File: config.mk
export PLATFORM = sky130hd
export DESIGN_NAME = hack_cpu_mc
export DESIGN_NICKNAME = d
export VERILOG_FILES = /design/src/rtl/hack_pkg.sv /design/src/rtl/hack_alu.sv /design/src/rtl/hack_cpu_mc.sv
export SDC_FILE = /design/constraint.sdc
export NUM_CORES = 1
export LEC_CHECK = 0
export ABC_AREA = 1
export CAP_MARGIN = 20
export CORE_UTILIZATION = 56
export DETAILED_ROUTE_END_ITERATION = 8
export GPL_ROUTABILITY_DRIVEN = 1
export GPL_TIMING_DRIVEN = 1
export PLACE_DENSITY = 0.8
export RECOVER_POWER = 25
export SLEW_MARGIN = 20
export SYNTH_ARGS = -nofsm -noshare
export SYNTH_HDL_FRONTEND = slang
export SYNTH_SLANG_ARGS = --single-unit
File: constraint.sdc
create_clock -name clk -period 4.5 [get_ports clk]
set_input_delay 0.45 -clock clk [delete_from_list [all_inputs] [get_ports clk]]
set_output_delay 0.45 -clock clk [all_outputs]
set_load 0.02 [all_outputs]
File: src/rtl/hack_pkg.sv
// Shared constants for the multi-cycle Hack CPU: FSM encodings and instruction field layout.
package hack_pkg;

    localparam logic [2:0] StStart  = 3'd0;
    localparam logic [2:0] StFetch  = 3'd1;
    localparam logic [2:0] StMread  = 3'd2;
    localparam logic [2:0] StExec   = 3'd3;
    localparam logic [2:0] StMwrite = 3'd4;

    localparam int unsigned IdxCFlag = 15;
    localparam int unsigned IdxABit  = 12;
    localparam int unsigned CompMsb  = 11;
    localparam int unsigned CompLsb  = 6;
    localparam int unsigned DestMsb  = 5;
    localparam int unsigned DestLsb  = 3;
    localparam int unsigned JumpMsb  = 2;
    localparam int unsigned JumpLsb  = 0;

    // Bit positions inside the 3-bit dest and jump fields.
    localparam int unsigned DestA = 2;
    localparam int unsigned DestD = 1;
    localparam int unsigned DestM = 0;
    localparam int unsigned JmpLt = 2;
    localparam int unsigned JmpEq = 1;
    localparam int unsigned JmpGt = 0;

    function automatic logic needs_mread(input logic [15:0] instr);
        return instr[IdxCFlag] & instr[IdxABit];
    endfunction

endpackage

File: src/rtl/hack_alu.sv
// Hack ALU: control = {zx, nx, zy, ny, f, no}; zr/ng flag a zero/negative result.
module hack_alu #(
    parameter int unsigned WIDTH = 16
) (
    input  logic [WIDTH-1:0] x_i,
    input  logic [WIDTH-1:0] y_i,
    input  logic [5:0]       control_i,
    output logic [WIDTH-1:0] out_o,
    output logic             zr_o,
    output logic             ng_o
);

    logic [WIDTH-1:0] x_m;
    logic [WIDTH-1:0] y_m;
    logic [WIDTH-1:0] res;

    always_comb begin
        x_m = control_i[5] ? '0 : x_i;
        if (control_i[4]) x_m = ~x_m;
        y_m = control_i[3] ? '0 : y_i;
        if (control_i[2]) y_m = ~y_m;
        res = control_i[1] ? (x_m + y_m) : (x_m & y_m);
        if (control_i[0]) res = ~res;
    end

    assign out_o = res;
    assign zr_o  = (res == '0);
    assign ng_o  = res[WIDTH-1];

endmodule

File: src/rtl/hack_cpu_mc.sv
// Multi-cycle Hack CPU: START/FETCH/MREAD/EXEC/MWRITE sequencer around hack_alu,
// with request/grant handshakes to instruction and data memory.
module hack_cpu_mc
    import hack_pkg::*;
#(
    parameter int unsigned WIDTH = 16,
    parameter int unsigned AW    = 15
) (
    input  logic             clk,
    input  logic             rst_n,
    output logic             imem_req_o,
    output logic [AW-1:0]    imem_addr_o,
    input  logic             imem_gnt_i,
    input  logic [WIDTH-1:0] imem_rdata_i,
    output logic             dmem_req_o,
    output logic             dmem_we_o,
    output logic [AW-1:0]    dmem_addr_o,
    output logic [WIDTH-1:0] dmem_wdata_o,
    input  logic             dmem_gnt_i,
    input  logic [WIDTH-1:0] dmem_rdata_i,
    output logic [AW-1:0]    pc_o
);

    logic [2:0]       state_q, state_d;
    logic [AW-1:0]    pc_q, pc_d;
    logic [WIDTH-1:0] a_q, a_d;
    logic [WIDTH-1:0] d_q, d_d;
    logic [WIDTH-1:0] ir_q, ir_d;
    logic [WIDTH-1:0] mreg_q, mreg_d;
    logic [AW-1:0]    waddr_q, waddr_d;
    logic [WIDTH-1:0] wdata_q, wdata_d;

    logic [WIDTH-1:0] alu_y;
    logic [WIDTH-1:0] alu_out;
    logic             alu_zr;
    logic             alu_ng;
    logic [2:0]       dest;
    logic [2:0]       jump;
    logic             taken;
    logic [AW-1:0]    pc_inc;

    // ir[14:13] and the top bit of A never affect behaviour.
    logic unused_bits;
    assign unused_bits = ^{ir_q[14:13], a_q[WIDTH-1:AW]};

    assign dest   = ir_q[DestMsb:DestLsb];
    assign jump   = ir_q[JumpMsb:JumpLsb];
    assign alu_y  = ir_q[IdxABit] ? mreg_q : a_q;
    assign pc_inc = pc_q + AW'(1);
    assign taken  = (jump[JmpLt] & alu_ng) | (jump[JmpEq] & alu_zr)
                  | (jump[JmpGt] & ~alu_zr & ~alu_ng);

    hack_alu #(
        .WIDTH(WIDTH)
    ) u_alu (
        .x_i      (d_q),
        .y_i      (alu_y),
        .control_i(ir_q[CompMsb:CompLsb]),
        .out_o    (alu_out),
        .zr_o     (alu_zr),
        .ng_o     (alu_ng)
    );

    always_comb begin
        state_d = state_q;
        pc_d    = pc_q;
        a_d     = a_q;
        d_d     = d_q;
        ir_d    = ir_q;
        mreg_d  = mreg_q;
        waddr_d = waddr_q;
        wdata_d = wdata_q;
        case (state_q)
            StStart: state_d = StFetch;
            StFetch: begin
                if (imem_gnt_i) begin
                    ir_d    = imem_rdata_i;
                    state_d = needs_mread(imem_rdata_i[15:0]) ? StMread : StExec;
                end
            end
            StMread: begin
                if (dmem_gnt_i) begin
                    mreg_d  = dmem_rdata_i;
                    state_d = StExec;
                end
            end
            StExec: begin
                if (!ir_q[IdxCFlag]) begin
                    a_d     = ir_q;
                    pc_d    = pc_inc;
                    state_d = StFetch;
                end else begin
                    if (dest[DestA]) a_d = alu_out;
                    if (dest[DestD]) d_d = alu_out;
                    // Write-back and jump target both use A as it was before this update.
                    waddr_d = a_q[AW-1:0];
                    wdata_d = alu_out;
                    pc_d    = taken ? a_q[AW-1:0] : pc_inc;
                    state_d = dest[DestM] ? StMwrite : StFetch;
                end
            end
            StMwrite: begin
                if (dmem_gnt_i) state_d = StFetch;
            end
            default: state_d = StStart;
        endcase
    end

    always_ff @(posedge clk or negedge rst_n) begin
        if (!rst_n) begin
            state_q <= StStart;
            pc_q    <= '0;
            a_q     <= '0;
            d_q     <= '0;
            ir_q    <= '0;
            mreg_q  <= '0;
            waddr_q <= '0;
            wdata_q <= '0;
        end else begin
            state_q <= state_d;
            pc_q    <= pc_d;
            a_q     <= a_d;
            d_q     <= d_d;
            ir_q    <= ir_d;
            mreg_q  <= mreg_d;
            waddr_q <= waddr_d;
            wdata_q <= wdata_d;
        end
    end

    assign imem_req_o   = (state_q == StFetch);
    assign imem_addr_o  = pc_q;
    assign dmem_req_o   = (state_q == StMread) || (state_q == StMwrite);
    assign dmem_we_o    = (state_q == StMwrite);
    assign dmem_addr_o  = dmem_we_o ? waddr_q : a_q[AW-1:0];
    assign dmem_wdata_o = wdata_q;
    assign pc_o         = pc_q;

endmodule
==> results.json <==
{
  "outcome": "finished with violations",
  "violations": "max-capacitance violations, max-slew violations",
  "synth.area.top_cells": "dfrtp_1, nand2_1, o21ai_0, nand3_1, inv_1",
  "setup_tns_ps": 0,
  "yosys-top-cells-count": "nand2_1, dfrtp_1, inv_1, o21ai_0, nand3_1",
  "synth_compound_area_share_pct": 11.2,
  "setup-violations-final": 0,
  "post_cts_buffers": 0,
  "die_width_um": 116,
  "vias": 6859,
  "antenna_found_initial": 1,
  "synth_cell_types": 37,
  "synth_xor_area_share_pct": 5.63,
  "synth_edf_count": 0,
  "fp-row-count": 41,
  "initial_utilization_pct": 57.7,
  "synth_top_family_by_area": "simple AND/OR/NAND/NOR gates",
  "synth-seq-cells": 113,
  "synth.most_common_cell": "nand2_1",
  "syn_inst": 988,
  "die_h_um": 116,
  "synth.largest_area_cell": "dfrtp_1",
  "core_area_um2": 12700,
  "arrival_ps": 4450,
  "postSynthAreaPerCell_um2": 7.40,
  "maxCapViolCount": 1,
  "layout-drive-gt1-share_pct": 9.89,
  "r2r_cells": 21,
  "grt_first_pass_wirelength_um": 31900,
  "synth_top_area_share_pct": 38.7,
  "dp_hpwl_um": 14400,
  "overflow": 0,
  "critPathKind": "reg2reg",
  "synth_simple_gate_area_share_pct": 27.5,
  "io_pins": 100,
  "grt_max_degree": 64,
  "endpoint_kind": "register",
  "vias_per_cell": 5.51,
  "async_flop_share_pct": 100,
  "clk_root_buffer_cell": "clkbuf_16",
  "die_area_um2": 13500,
  "yosys_warnings": 0,
  "cts_buffers": 17,
  "hold_viol": 0,
  "num_antenna_cells": 0,
  "syn-cell-area_um2": 7310,
  "track_usage_pct": 31.4,
  "min_path_type": "reg2reg",
  "yosysSeqAreaShare_pct": 38.7,
  "drt_iter0_drc": 675,
  "finalNetCount": 1113,
  "slew_violations": 64,
  "worst_pin_slew_ps": 3380,
  "max_clock_freq_mhz": 241,
  "dr.pass1.iters": 6,
  "finClkSkew_ps": 8.00,
  "cts.sinks": 113,
  "cts_max_level": 4,
  "cts_tree": "built",
  "grt_pass1_vias": 6278,
  "numPortBuffers": 99,
  "cts_max_path_buffers": 2,
  "synth-adder-area-share_pct": 3.18,
  "fin_crit_sh_pct": 92.3,
  "synth_nets": 1042,
  "crit_fanout": 16,
  "drc_errors": 0,
  "path_clk_slew_ps": 50,
  "fin_crit_ps": 4150,
  "synthFlopType": "dfrtp_1",
  "ant_nets": 0,
  "grt_setup_unrepaired": "no",
  "globalplace.congestion": 0.938,
  "wirelength_um": 19700,
  "area_growth_pct": 21.2,
  "worstSetupStartpointType": "register",
  "wl_per_cell_um": 15.9,
  "synthMuxAreaShare_pct": 3.70,
  "min_path_cells": 2,
  "clk-insertion-delay-late_ps": 420,
  "required_ps": 4800,
  "slew_headroom_pct": -125
}
cell usage in the layout, fill, tap and decap left out, types with 3 or more instances in the layout:
master / n
clkinv_1: 4
ha_1: 17
o21ai_0: 99
inv_1: 110
and2_1: 4
nor2_2: 3
clkinvlp_4: 4
or2_2: 3
nand2_1: 274
buf_4: 9
nor2_1: 30
nor3_1: 5
a21oi_1: 34
clkbuf_16: 17
nand4_1: 7
mux2_2: 24
clkdlybuf4s50_1: 98
nand2_2: 22
nand3_1: 98
dfrtp_1: 113
xor2_1: 45
clkinv_2: 4
clkbuf_1: 3
o211ai_1: 10
o22ai_1: 7
nand3_2: 5
worst paths after layout:
check                      startpoint        endpoint  slack, ps
max                          ir_q[12]  imem_addr_o[2]        350
min                            d_q[1]          d_q[1]        470
max reg2reg                  ir_q[12]  imem_addr_o[2]        350
min reg2reg                    d_q[1]          d_q[1]        470
max in group asynchronous       rst_n         ir_q[7]        840
min in group asynchronous       rst_n         d_q[13]       1170
registers in the layout, summed over array words and instances (netlist names):
| name | cells |
|---|---|
| d_q | 16 |
| state_q | 3 |
| a_q | 16 |
| imem_addr_o | 15 |
| waddr_q | 15 |
| mreg_q | 16 |
| dmem_wdata_o | 16 |
| ir_q | 16 |
metal layers:
metal / global-route usage (%) / share of wire (%)
met3: 6.85 / 7.8
met1: 43.6 / 44
met2: 46.8 / 45
met5: 0 / 0
met4: 15.0 / 3.4
cells by family after synthesis:
family	Yosys count
simple gates	457
buf+inv	175
compound gates	154
flops	113
xor+xnor	47
mux	24
fa+ha+maj	18
layout make-up:
cell class                      instances  area [um^2]
Sequential cell                       113         2830
Fill cell                            1035         3810
Timing Repair Buffer                  109         1060
Multi-Input combinational cell        700         3740
Clock inverter                         13          138
Clock buffer                           19          433
Timing Repair inverter                  1         5.00
Tap cell                              172          215
Inverter                              117          443
worst max-delay path: stages (launching register included):
cell and delay, ps:
dfrtp_1 450, clkinvlp_4 240, buf_4 220, o21ai_0 240, xor2_1 320, ha_1 360, nand2_1 140, inv_1 50
a21oi_1 240, nand4_1 130, nand3_1 100, nand3_1 70, nand2_1 300, nand2_2 90, nor2_2 150, nand3_1 120
nand2_2 100, nand3_4 170, nand2_4 280, nand2_1 90, nand3_1 80, nand2_1 70
stage by stage:
step / util (%) / worst slack, ps / cells / instance area [um^2] / hold slack, ps
6_report: 69.9 / 348 / 1244 / 8860 / 467
5_1_grt: 69.9 / 31.0 / 1244 / 8860 / 512
4_1_cts: 69.9 / 358 / 1243 / 8860 / 133
3_5_place_dp: 65.4 / 436 / 1211 / 8290 / 459
3_3_place_gp: 65.4 / 547 / 1211 / 8290 / 459
2_1_floorplan: - / 1060 / 988 / 7310 / 154
what timing repair did:
item / in CTS / in global routing
resized for setup: 0 / 1
hold buffers: 0 / 0
endpoints found under the setup margin: 0 / 3
hold endpoints to repair: 0 / 0
Power is not shown: default switching activity piles up to over one toggle a cycle in this logic, so the estimate is an artifact.
